`config.mk`:
```
export PLATFORM = sky130hd
export DESIGN_NAME = alu_rsv_station_flat
export DESIGN_NICKNAME = d
export VERILOG_FILES = /design/src/rtl/alu_rsv_station_pkg.sv /design/src/rtl/alu_rsv_station_if.sv /design/src/rtl/alu_rs_picker.sv /design/src/rtl/alu_rsv_station.sv /design/src/flat_wrapper.sv
export SDC_FILE = /design/constraint.sdc
export NUM_CORES = 2
export LEC_CHECK = 0
export BUFFER_PORTS_ARGS = -buffer_cell sky130_fd_sc_hd__buf_2
export CAP_MARGIN = 10
export CORE_MARGIN = 2
export CORE_UTILIZATION = 60
export DETAILED_ROUTE_END_ITERATION = 10
export GPL_TIMING_DRIVEN = 1
export PLACE_DENSITY = 0.79
export SYNTH_ARGS = -nofsm -noshare
export SYNTH_HDL_FRONTEND = slang
export SYNTH_SLANG_ARGS = --single-unit
```
`constraint.sdc`:
```
create_clock -name clk -period 11.4 [get_ports clk]
set_input_delay 1.14 -clock clk [delete_from_list [all_inputs] [get_ports clk]]
set_output_delay 1.14 -clock clk [all_outputs]
set_load 0.03 [all_outputs]
```
`src/rtl/alu_rsv_station_pkg.sv`:
```
`default_nettype none
// ============================================================================
// Module  : alu_rsv_station_pkg
// Purpose : Shared widths, opcode encodings, boolean constants and the
//           reservation-station entry record for the ALU reservation station.
// Options : ALU_RS_BYPASS_EN (see alu_rsv_station.sv)
// Revision: 1.0 - initial release
// ============================================================================
package alu_rsv_station_pkg;

  localparam int DATA_W      = 32;
  localparam int ROB_ID_W    = 4;
  localparam int OP_W        = 6;
  localparam int RS_SIZE_DEF = 8;

  localparam logic TRUE  = 1'b1;
  localparam logic FALSE = 1'b0;

  typedef enum logic [OP_W-1:0] {
    OP_ADD = 6'd0,
    OP_SUB = 6'd1,
    OP_AND = 6'd2,
    OP_OR  = 6'd3,
    OP_XOR = 6'd4,
    OP_SLL = 6'd5,
    OP_SRL = 6'd6,
    OP_SLT = 6'd7
  } alu_op_e;

  typedef struct packed {
    logic                valid;
    logic [OP_W-1:0]     op;
    logic [DATA_W-1:0]   pc;
    logic [DATA_W-1:0]   imm;
    logic [ROB_ID_W-1:0] rob_id;
    logic                qj_wait;
    logic [ROB_ID_W-1:0] qj;
    logic [DATA_W-1:0]   vj;
    logic                qk_wait;
    logic [ROB_ID_W-1:0] qk;
    logic [DATA_W-1:0]   vk;
  } rs_entry_t;

endpackage
`default_nettype wire

```
`src/rtl/alu_rsv_station_if.sv`:
```
`default_nettype none
// ============================================================================
// Module  : alu_rsv_station_if
// Purpose : Decoder issue, CDB snoop and ALU dispatch bundle of the ALU
//           reservation station. master = upstream/env side, slave = station.
// Options : none
// Revision: 1.0 - initial release
// ============================================================================
interface alu_rsv_station_if;
  import alu_rsv_station_pkg::*;

  // decoder issue
  logic                id_valid;
  logic [OP_W-1:0]     id_op;
  logic [DATA_W-1:0]   id_pc;
  logic [DATA_W-1:0]   id_imm;
  logic [ROB_ID_W-1:0] id_rob_id;
  logic                id_qj_wait;
  logic                id_qk_wait;
  logic [ROB_ID_W-1:0] id_qj;
  logic [ROB_ID_W-1:0] id_qk;
  logic [DATA_W-1:0]   id_vj;
  logic [DATA_W-1:0]   id_vk;
  logic                rs_full;
  // common data bus
  logic                cdb_valid;
  logic [ROB_ID_W-1:0] cdb_rob_id;
  logic [DATA_W-1:0]   cdb_value;
  // ALU dispatch
  logic                alu_valid;
  logic [OP_W-1:0]     alu_op;
  logic [DATA_W-1:0]   alu_pc;
  logic [DATA_W-1:0]   alu_imm;
  logic [DATA_W-1:0]   alu_vj;
  logic [DATA_W-1:0]   alu_vk;
  logic [ROB_ID_W-1:0] alu_rob_id;

  modport master (
    output id_valid, id_op, id_pc, id_imm, id_rob_id,
    output id_qj_wait, id_qk_wait, id_qj, id_qk, id_vj, id_vk,
    output cdb_valid, cdb_rob_id, cdb_value,
    input  rs_full,
    input  alu_valid, alu_op, alu_pc, alu_imm, alu_vj, alu_vk, alu_rob_id
  );

  modport slave (
    input  id_valid, id_op, id_pc, id_imm, id_rob_id,
    input  id_qj_wait, id_qk_wait, id_qj, id_qk, id_vj, id_vk,
    input  cdb_valid, cdb_rob_id, cdb_value,
    output rs_full,
    output alu_valid, alu_op, alu_pc, alu_imm, alu_vj, alu_vk, alu_rob_id
  );

endinterface
`default_nettype wire

```
`src/rtl/alu_rs_picker.sv`:
```
`default_nettype none
// ============================================================================
// Module  : alu_rs_picker
// Purpose : Lowest-index priority encoder with a found flag. Used for both
//           free-slot search and ready-entry selection.
// Options : none
// Revision: 1.0 - initial release
// ============================================================================
module alu_rs_picker
  import alu_rsv_station_pkg::*;
#(
  parameter int N     = RS_SIZE_DEF,
  parameter int IDX_W = (N > 1) ? $clog2(N) : 1
) (
  input  logic [N-1:0]     req,
  output logic [IDX_W-1:0] idx,
  output logic             found
);

  // Scan from the top down so the lowest requesting index wins last.
  always_comb begin
    idx   = '0;
    found = |req;
    for (int i = N - 1; i >= 0; i--) begin
      if (req[i]) idx = IDX_W'(i);
    end
  end

endmodule
`default_nettype wire

```
`src/rtl/alu_rsv_station.sv`:
```
`default_nettype none
// ============================================================================
// Module  : alu_rsv_station
// Purpose : ALU reservation station. Holds renamed instructions until both
//           operands are known (snooping the CDB), then dispatches the
//           lowest-index ready entry to the ALU, one per cycle.
// Options : ALU_RS_BYPASS_EN - operand-complete instructions arriving while
//           no stored entry is ready skip the entry array (1-edge latency).
// Revision: 1.0 - initial release
// ============================================================================
module alu_rsv_station
  import alu_rsv_station_pkg::*;
#(
  parameter int RS_SIZE = RS_SIZE_DEF
) (
  input  logic             clk,
  input  logic             rst,
  input  logic             rdy,
  input  logic             flush,
  alu_rsv_station_if.slave bus
);

  localparam int IDX_W = (RS_SIZE > 1) ? $clog2(RS_SIZE) : 1;
  localparam int CNT_W = $clog2(RS_SIZE + 1);

  rs_entry_t           entries [RS_SIZE];
  logic [RS_SIZE-1:0]  free_vec;
  logic [RS_SIZE-1:0]  ready_vec;
  logic [IDX_W-1:0]    free_idx;
  logic [IDX_W-1:0]    sel_idx;
  logic                free_found;
  logic                sel_found;
  logic [CNT_W-1:0]    count;
  logic [CNT_W-1:0]    next_count;
  logic                j_fwd, k_fwd, j_ready, k_ready;
  logic [DATA_W-1:0]   new_vj, new_vk;
  logic                accept, bypass, alloc;

  generate
    for (genvar i = 0; i < RS_SIZE; i++) begin : g_vec
      assign free_vec[i]  = ~entries[i].valid;
      assign ready_vec[i] = entries[i].valid & ~entries[i].qj_wait & ~entries[i].qk_wait;
    end
  endgenerate

  alu_rs_picker #(.N(RS_SIZE), .IDX_W(IDX_W)) u_free_pick (
    .req   (free_vec),
    .idx   (free_idx),
    .found (free_found)
  );

  alu_rs_picker #(.N(RS_SIZE), .IDX_W(IDX_W)) u_ready_pick (
    .req   (ready_vec),
    .idx   (sel_idx),
    .found (sel_found)
  );

  // Incoming operand resolution (with same-cycle CDB forwarding) and allocation decision.
  always_comb begin
    j_fwd   = bus.cdb_valid && bus.id_qj_wait && (bus.cdb_rob_id == bus.id_qj);
    k_fwd   = bus.cdb_valid && bus.id_qk_wait && (bus.cdb_rob_id == bus.id_qk);
    j_ready = !bus.id_qj_wait || j_fwd;
    k_ready = !bus.id_qk_wait || k_fwd;
    new_vj  = j_fwd ? bus.cdb_value : bus.id_vj;
    new_vk  = k_fwd ? bus.cdb_value : bus.id_vk;
    // An issue while full is dropped; the one-slot margin keeps free_found true otherwise.
    accept  = bus.id_valid && !bus.rs_full;
`ifdef ALU_RS_BYPASS_EN
    bypass  = accept && j_ready && k_ready && !sel_found;
`else
    bypass  = FALSE;
`endif
    alloc      = accept && !bypass && free_found;
    next_count = count + CNT_W'(alloc) - CNT_W'(sel_found);
  end

  // Entry array, occupancy, full flag and registered dispatch outputs.
  always_ff @(posedge clk) begin
    if (rst) begin
      for (int i = 0; i < RS_SIZE; i++) entries[i] <= '0;
      count          <= '0;
      bus.rs_full    <= FALSE;
      bus.alu_valid  <= FALSE;
      bus.alu_op     <= '0;
      bus.alu_pc     <= '0;
      bus.alu_imm    <= '0;
      bus.alu_vj     <= '0;
      bus.alu_vk     <= '0;
      bus.alu_rob_id <= '0;
    end else if (rdy) begin
      if (flush) begin
        for (int i = 0; i < RS_SIZE; i++) entries[i].valid <= FALSE;
        count         <= '0;
        bus.rs_full   <= FALSE;
        bus.alu_valid <= FALSE;
      end else begin
        // CDB wakeup of stored entries
        for (int i = 0; i < RS_SIZE; i++) begin
          if (entries[i].valid && bus.cdb_valid) begin
            if (entries[i].qj_wait && (entries[i].qj == bus.cdb_rob_id)) begin
              entries[i].vj      <= bus.cdb_value;
              entries[i].qj_wait <= FALSE;
            end
            if (entries[i].qk_wait && (entries[i].qk == bus.cdb_rob_id)) begin
              entries[i].vk      <= bus.cdb_value;
              entries[i].qk_wait <= FALSE;
            end
          end
        end

        // Dispatch: stored ready entry first, bypass only when none is ready
        if (sel_found) begin
          bus.alu_valid              <= TRUE;
          bus.alu_op                 <= entries[sel_idx].op;
          bus.alu_pc                 <= entries[sel_idx].pc;
          bus.alu_imm                <= entries[sel_idx].imm;
          bus.alu_vj                 <= entries[sel_idx].vj;
          bus.alu_vk                 <= entries[sel_idx].vk;
          bus.alu_rob_id             <= entries[sel_idx].rob_id;
          entries[sel_idx].valid     <= FALSE;
        end else if (bypass) begin
          bus.alu_valid  <= TRUE;
          bus.alu_op     <= bus.id_op;
          bus.alu_pc     <= bus.id_pc;
          bus.alu_imm    <= bus.id_imm;
          bus.alu_vj     <= new_vj;
          bus.alu_vk     <= new_vk;
          bus.alu_rob_id <= bus.id_rob_id;
        end else begin
          bus.alu_valid  <= FALSE;
        end

        // Allocation into a slot that was already free before this edge
        if (alloc) begin
          entries[free_idx] <= '{valid:   TRUE,
                                 op:      bus.id_op,
                                 pc:      bus.id_pc,
                                 imm:     bus.id_imm,
                                 rob_id:  bus.id_rob_id,
                                 qj_wait: ~j_ready,
                                 qj:      bus.id_qj,
                                 vj:      new_vj,
                                 qk_wait: ~k_ready,
                                 qk:      bus.id_qk,
                                 vk:      new_vk};
        end

        count       <= next_count;
        bus.rs_full <= (next_count >= CNT_W'(RS_SIZE - 1));
      end
    end
  end

  // Decoder must never issue while the station reports full.
  a_no_issue_when_full: assert property (
    @(posedge clk) disable iff (rst) (rdy && !flush && bus.id_valid) |-> !bus.rs_full
  );

endmodule
`default_nettype wire

```
`src/flat_wrapper.sv`:
```
// flat-port wrapper written by rule: the top's interface ports become plain ports
module alu_rsv_station_flat import alu_rsv_station_pkg::*;
#(
  parameter int RS_SIZE = RS_SIZE_DEF
)
  (clk, rst, rdy, flush, bus_id_valid, bus_id_op, bus_id_pc, bus_id_imm, bus_id_rob_id, bus_id_qj_wait, bus_id_qk_wait, bus_id_qj, bus_id_qk, bus_id_vj, bus_id_vk, bus_cdb_valid, bus_cdb_rob_id, bus_cdb_value, bus_rs_full, bus_alu_valid, bus_alu_op, bus_alu_pc, bus_alu_imm, bus_alu_vj, bus_alu_vk, bus_alu_rob_id);
  alu_rsv_station_if bus_i ();
  input  logic clk;
  input  logic rst;
  input  logic rdy;
  input  logic flush;
  input wire logic [$bits(bus_i.id_valid)-1:0] bus_id_valid;
  input wire logic [$bits(bus_i.id_op)-1:0] bus_id_op;
  input wire logic [$bits(bus_i.id_pc)-1:0] bus_id_pc;
  input wire logic [$bits(bus_i.id_imm)-1:0] bus_id_imm;
  input wire logic [$bits(bus_i.id_rob_id)-1:0] bus_id_rob_id;
  input wire logic [$bits(bus_i.id_qj_wait)-1:0] bus_id_qj_wait;
  input wire logic [$bits(bus_i.id_qk_wait)-1:0] bus_id_qk_wait;
  input wire logic [$bits(bus_i.id_qj)-1:0] bus_id_qj;
  input wire logic [$bits(bus_i.id_qk)-1:0] bus_id_qk;
  input wire logic [$bits(bus_i.id_vj)-1:0] bus_id_vj;
  input wire logic [$bits(bus_i.id_vk)-1:0] bus_id_vk;
  input wire logic [$bits(bus_i.cdb_valid)-1:0] bus_cdb_valid;
  input wire logic [$bits(bus_i.cdb_rob_id)-1:0] bus_cdb_rob_id;
  input wire logic [$bits(bus_i.cdb_value)-1:0] bus_cdb_value;
  output wire logic [$bits(bus_i.rs_full)-1:0] bus_rs_full;
  output wire logic [$bits(bus_i.alu_valid)-1:0] bus_alu_valid;
  output wire logic [$bits(bus_i.alu_op)-1:0] bus_alu_op;
  output wire logic [$bits(bus_i.alu_pc)-1:0] bus_alu_pc;
  output wire logic [$bits(bus_i.alu_imm)-1:0] bus_alu_imm;
  output wire logic [$bits(bus_i.alu_vj)-1:0] bus_alu_vj;
  output wire logic [$bits(bus_i.alu_vk)-1:0] bus_alu_vk;
  output wire logic [$bits(bus_i.alu_rob_id)-1:0] bus_alu_rob_id;
  assign bus_i.id_valid = bus_id_valid;
  assign bus_i.id_op = bus_id_op;
  assign bus_i.id_pc = bus_id_pc;
  assign bus_i.id_imm = bus_id_imm;
  assign bus_i.id_rob_id = bus_id_rob_id;
  assign bus_i.id_qj_wait = bus_id_qj_wait;
  assign bus_i.id_qk_wait = bus_id_qk_wait;
  assign bus_i.id_qj = bus_id_qj;
  assign bus_i.id_qk = bus_id_qk;
  assign bus_i.id_vj = bus_id_vj;
  assign bus_i.id_vk = bus_id_vk;
  assign bus_i.cdb_valid = bus_cdb_valid;
  assign bus_i.cdb_rob_id = bus_cdb_rob_id;
  assign bus_i.cdb_value = bus_cdb_value;
  assign bus_rs_full = bus_i.rs_full;
  assign bus_alu_valid = bus_i.alu_valid;
  assign bus_alu_op = bus_i.alu_op;
  assign bus_alu_pc = bus_i.alu_pc;
  assign bus_alu_imm = bus_i.alu_imm;
  assign bus_alu_vj = bus_i.alu_vj;
  assign bus_alu_vk = bus_i.alu_vk;
  assign bus_alu_rob_id = bus_i.alu_rob_id;
  alu_rsv_station #(.RS_SIZE(RS_SIZE)) u_core (.clk(clk), .rst(rst), .rdy(rdy), .flush(flush), .bus(bus_i));
endmodule
```
# Yosys cells after proc, flatten, opt, wreduce, memory -nomap -nowiden
# Memories as Yosys holds them, arrays and structs flattened. A register that Yosys moved wholly into a read port is not among the register bits.
# Cells that the tools add are included.
op_classes:
  n_div: 0
  eq_ne: 18
  mul: 0
  reduce_logical: 38
  n_mux: 172
  n_shift: 0
  add_sub_neg: 2
  magnitude_cmp: 1
  bitwise: 83
ops:
  columns: ["op", "count"]
  rows:
  - ["$mux 32", 18]
  - ["$mux 1", 137]
  - ["$eq 4x4->1", 18]
  - ["$mux 3", 16]
  - ["$or 1x1->1", 40]
  - ["$logic_and 1x1->1", 30]
  - ["$not 1->1", 27]
  - ["$and 1x1->1", 16]
  - ["$reduce_or 8->1", 2]
  - ["$add 4x1->4", 1]
  - ["$ge 4x3->1 const B", 1]
  - ["$mux 4", 1]
  - ["$sub 4x1->4", 1]
  - ["$logic_not 1->1", 3]
  - ["$reduce_and 3->1", 1]
  - ["$logic_or 1x1->1", 2]
totals:
  mem_count: 1
  ramBits: 1192
  output_inout_bits: 140
  romBits: 0
  input_bits: 190
  latchBits: 0
  register_bits: 6
  wordCells: 318
mem_list:
  columns: ["name", "depth", "width", "rd", "rd_ports_with_merged_regs", "wr", "line_no", "source"]
  rows:
  - ["u_core.entries", 8, 149, 9, 1, 10, "alu_rsv_station.sv:26", "rs_entry_t entries [RS_SIZE];"]

# Logic depth before layout (Yosys ltp)
# An unclocked memory read counts as a cell.
logic_depth:
  ltp_word: 12
  ltp_mapped: 13
  depth_no_buf: 12

# Hierarchy
# Synthesis repeated with hierarchy kept, for this count alone.
unflattened:
  hier_cells: 4605
  hier_area_um2: 60645.7
modules_own_cells:
  columns: ["mod", "area_per_inst_um2", "n_inst", "cells_each", "seq_area_each_um2"]
  rows:
  - ["alu_rsv_station", 60483.0, 1, 4579, 38597.0]
  - ["alu_rs_picker", 81.3, 2, 13, 0.0]

# Worst setup path after synthesis
# Ideal clock, no wire load.
synth_path:
  path_type: "in2reg"
  startpoint: "input port rdy"
  endpoint: "memory u_core.entries[6][0] (netlist bit), enable pin"
  setup_ns: 0.395
  n_path_buf: 2
  t_arrival_ns: 4.983
  t_required_ns: 11.005
  path_slack_ns: 6.022
  cell_stages: 7
  path_cell_list: "buf_4 -> and2b_4 -> nor3b_4 -> nand3_1 -> clkbuf_1 -> nand2b_1 -> nand2b_1"
synth_rtl:
  columns: ["item", "line_no", "source"]
  rows:
  - ["start, declared", "flat_wrapper.sv:10", "input logic rdy;"]
  - ["end, declared", "alu_rsv_station.sv:26", null]

==> results.py <==
metrics = {
    "synthesis": {
        "synth_xor_area_share_pct": 1.001,
        "synth_cells": 4501,
        "asyncSetResetFlopFracSynth_pct": 0,
        "yosys-mux-area-fraction_pct": 0,
        "yosysSeqAreaShare_pct": 63.95,
        "yosys_warnings": 0,
        "synth.ff_latch_count": 1336,
        "avgSynthCellArea_um2": 13.41,
        "synth_top_family_by_area": "compound AO/OA/AOI/OAI gates",
        "syn-num-nets": 4696,
        "synth_cell_type_count": 54,
        "synth-main-ff-cell": "sky130_fd_sc_hd__edfxtp_1",
        "synth_simple_gate_area_share_pct": 11.52,
        "synth_fa_ha_area_share_pct": 0.1161,
        "synth-edff-count": 1184,
        "synth-compound-area-share_pct": 19.13,
        "netlist_area_um2": 60360,
    },
    "power": {
        "cellLeakagePower_uw": 0.02444,
        "max_vdd_drop_mv": 0.1205,
        "p_per_area_nw_per_um2": 155.3,
    },
    "floorplanning": {
        "die-area_um2": 103100,
        "floorplan.initialDensity_pct": 60.44,
        "ios": 330,
        "fp.dieW_um": 321.2,
        "std_cell_rows": 116,
        "coreArea_um2": 99860,
        "die_h_um": 321.2,
    },
    "global_routing": {
        "maximum_number_of_pins_on_one_net_before_global_route_repair": 207,
        "grt_usage_pct": 34.82,
        "via_count_of_the_first_global_routing_pass": 42761,
        "grt_first_pass_wirelength_um": 268400,
        "grt_overflow": 0,
        "initial_antenna_violation_count": 43,
    },
    "timing": {
        "transition_at_the_pin_with_the_smallest_max_transition_slack_ps": 1472,
        "unrepaired_setup_endpoints_after_global_routing": "no",
        "achievable-frequency_ghz": 0.2035,
        "setup_violations": 0,
        "fin_setup_tns_ps": 0,
        "post_route_minimum_period_ps": 4913,
        "worst_slew_margin_rel_pct": 1.890,
        "fin_worst_skew_ps": 36.63,
        "fin_crit_sh_pct": 43.10,
        "holdWs_ps": 494.2,
        "final_count_of_pins_violating_max_slew": 0,
        "hold_violations": 0,
    },
    "setup_path": {
        "critPathLaunchType": "register",
        "crit_slowest_cell": "sky130_fd_sc_hd__a21o_4",
        "timing.critical_path.required_ps": 12090,
        "crit_path_cell_chain": "inv_2 -> buf_4 -> nor4_1 -> a21o_4 -> buf_12 -> a221oi_1 -> nor3_1 -> o32a_1",
        "timing.critical_path.buf_inv": 3,
        "end_kind": "register",
        "cpPeakStageDelay_ps": 940,
        "cp_top_family": "buffers and inverters",
        "critical_path.max_fanout": 161,
        "worst_ep_arrival_time_ps": 5600,
        "critical_path_type": "register to register",
    },
    "placed_design": {
        "gp_congestion": 0.8764,
        "hpwl_um": 95170,
        "port_buffers": 329,
    },
    "clock_network": {
        "path_clk_slew_ps": 60,
        "hold_buffers": 0,
        "cts_tree": "done",
        "cts_setup_buffers": 0,
        "clockRootBuffer": "sky130_fd_sc_hd__clkbuf_16",
        "tritoncts.num_buffers": 138,
        "cts_num_sinks": 1336,
        "clockBufferDepth": 3,
        "cts_htree_levels": 4,
        "worstSkewPairLatency_ps": 770,
        "cts_resized": 0,
    },
    "finish": {
        "num-nets-final": 4661,
        "mostFrequentLayoutCells": "sky130_fd_sc_hd__edfxtp_1, sky130_fd_sc_hd__and2_1, sky130_fd_sc_hd__a22o_1",
        "final_layout_size_suffix_gt1_share_pct": 16.13,
        "final_common_cell": "sky130_fd_sc_hd__edfxtp_1",
        "synthToLayoutAreaGrowth_pct": 10.30,
        "fillers": 6949,
    },
    "drt": {
        "wl_per_cell_um": 30.90,
        "route.antenna.remaining_nets": 0,
        "drt-initial-drc-count": 6494,
        "finalWirelength_um": 182600,
        "route.vias.total": 43373,
        "pre_antenna_drt_iters": 8,
        "vias_per_cell": 7.341,
        "drc_errors": 0,
    },
    "status": {
        "status": "finished, final reports clean",
    },
    "run": {
        "timing.max_cap.violations": 0,
    },
    "hold_path": {
        "worst_min_path_class": "register to register",
    },
}
-- final cells by class --
type,count,area [um^2],share of cell area [%]
antenna,28,70.07,0.1052
clock buffer,209,3924,5.894
clock inverter,47,402.9,0.6052
inverter,21,96.34,0.1447
multi-input combinational,2572,19610,29.46
sequential,1336,38600,57.98
tap,1298,1624,2.439
timing repair buffer,397,2248,3.377
-- metrics by stage --
stage | power [uW] | utilization [%] | area, um^2 | setup slack, ps | std cells
2_1_floorplan | 5874 | - | 60360 | 6022 | 4501
3_3_place_gp | 6042 | 62.22 | 62130 | 5786 | 5622
3_5_place_dp | 6067 | 62.22 | 62130 | 5685 | 5622
4_1_cts | 10330 | 66.55 | 66460 | 6477 | 5878
5_1_grt | 10570 | 66.65 | 66560 | 6290 | 5901
6_report | 10340 | 66.67 | 66580 | 6487 | 5908
-- path summary, 6_finish.rpt --
check	startpoint	end	slack [ps]	depth (start not counted)
worst max register to register	u_core.entries[1][148]	u_core.bus.alu_vj[24]	6490	8
worst min register to register	u_core.count[3]	u_core.count[3]	490	2
worst min-delay path	u_core.count[3]	u_core.count[3]	490	2
worst max-delay path	u_core.entries[1][148]	u_core.bus.alu_vj[24]	6490	8
-- cells in the mapped netlist (3+ instances only) --
| master | instances | share of area (%) |
|---|---|---|
| sky130_fd_sc_hd__dfxtp_1 | 152 | 5.0 |
| sky130_fd_sc_hd__and3_1 | 84 | 0.87 |
| sky130_fd_sc_hd__nor2b_1 | 141 | 1.5 |
| sky130_fd_sc_hd__o22ai_1 | 14 | 0.15 |
| sky130_fd_sc_hd__buf_1 | 110 | 0.68 |
| sky130_fd_sc_hd__clkinv_1 | 4 | 0.025 |
| sky130_fd_sc_hd__ha_1 | 4 | 0.083 |
| sky130_fd_sc_hd__nor4_1 | 17 | 0.18 |
| sky130_fd_sc_hd__a221oi_2 | 77 | 1.9 |
| sky130_fd_sc_hd__a221oi_1 | 477 | 6.9 |
| sky130_fd_sc_hd__edfxtp_1 | 1184 | 59 |
| sky130_fd_sc_hd__xor2_1 | 49 | 0.71 |
| sky130_fd_sc_hd__nand2b_1 | 9 | 0.093 |
| sky130_fd_sc_hd__clkbuf_1 | 298 | 1.9 |
| sky130_fd_sc_hd__nand4_1 | 3 | 0.031 |
| sky130_fd_sc_hd__o32a_1 | 138 | 2.3 |
| sky130_fd_sc_hd__a21oi_1 | 10 | 0.083 |
| sky130_fd_sc_hd__nor3_1 | 139 | 1.2 |
| sky130_fd_sc_hd__nand2_1 | 42 | 0.26 |
| sky130_fd_sc_hd__nor3b_1 | 3 | 0.037 |
| sky130_fd_sc_hd__o21ai_0 | 5 | 0.041 |
| sky130_fd_sc_hd__buf_2 | 136 | 1.1 |
| sky130_fd_sc_hd__a22o_1 | 512 | 7.4 |
| sky130_fd_sc_hd__and2_1 | 547 | 5.7 |
| sky130_fd_sc_hd__buf_6 | 24 | 0.45 |
| sky130_fd_sc_hd__o211ai_1 | 5 | 0.062 |
| sky130_fd_sc_hd__nor2_1 | 221 | 1.4 |
| sky130_fd_sc_hd__a21o_1 | 3 | 0.037 |
| sky130_fd_sc_hd__inv_1 | 16 | 0.10 |
| sky130_fd_sc_hd__xnor2_1 | 20 | 0.29 |
| sky130_fd_sc_hd__nand3_1 | 23 | 0.19 |
-- per-layer routing --
metal	vias up	part of all wire, %	global-route usage (%)
li1	17794	-	-
met1	21504	35	44.68
met2	3391	47	54.93
met3	650	13	8.884
met4	34	4.6	18.16
met5	-	0.12	0
-- state kept, by name, summed over array words and instances, names as in the netlist --
signal	flops
u_core.bus.alu_pc	32
u_core.bus.alu_op	6
u_core.bus.alu_rob_id	4
u_core.bus.alu_valid	1
u_core.bus.alu_vj	32
u_core.bus.alu_vk	32
u_core.bus.alu_imm	32
u_core.entries	1192
u_core.count	4
u_core.bus.rs_full	1
-- cells by family (layout without fill, tap and decap cells) --
kind of cell,count (synthesis),count (layout)
other,0,28
flip-flops,1336,1336
AO/OA/AOI/OAI,1256,1256
AND/OR/NAND/NOR,1242,1242
XOR/XNOR,69,69
buffers and inverters,593,674
adder cells (fa/ha/maj),5,5
-- report_power, final --
group / total, uW / internal [uW] / switching, uW
clock network: 4360 / 2440 / 1920
logic: 409 / 88.4 / 321
registers: 5570 / 5500 / 68.2
-- worst reg2reg max path, cell delays in order, from the launching register on --
cell and delay [ps]:
sky130_fd_sc_hd__dfxtp_1 630, sky130_fd_sc_hd__inv_2 440, sky130_fd_sc_hd__buf_4 480, sky130_fd_sc_hd__nor4_1 690
sky130_fd_sc_hd__a21o_4 940, sky130_fd_sc_hd__buf_12 750, sky130_fd_sc_hd__a221oi_1 300, sky130_fd_sc_hd__nor3_1 390
sky130_fd_sc_hd__o32a_1 240
Note: power is estimated with default switching activity, not from simulation.
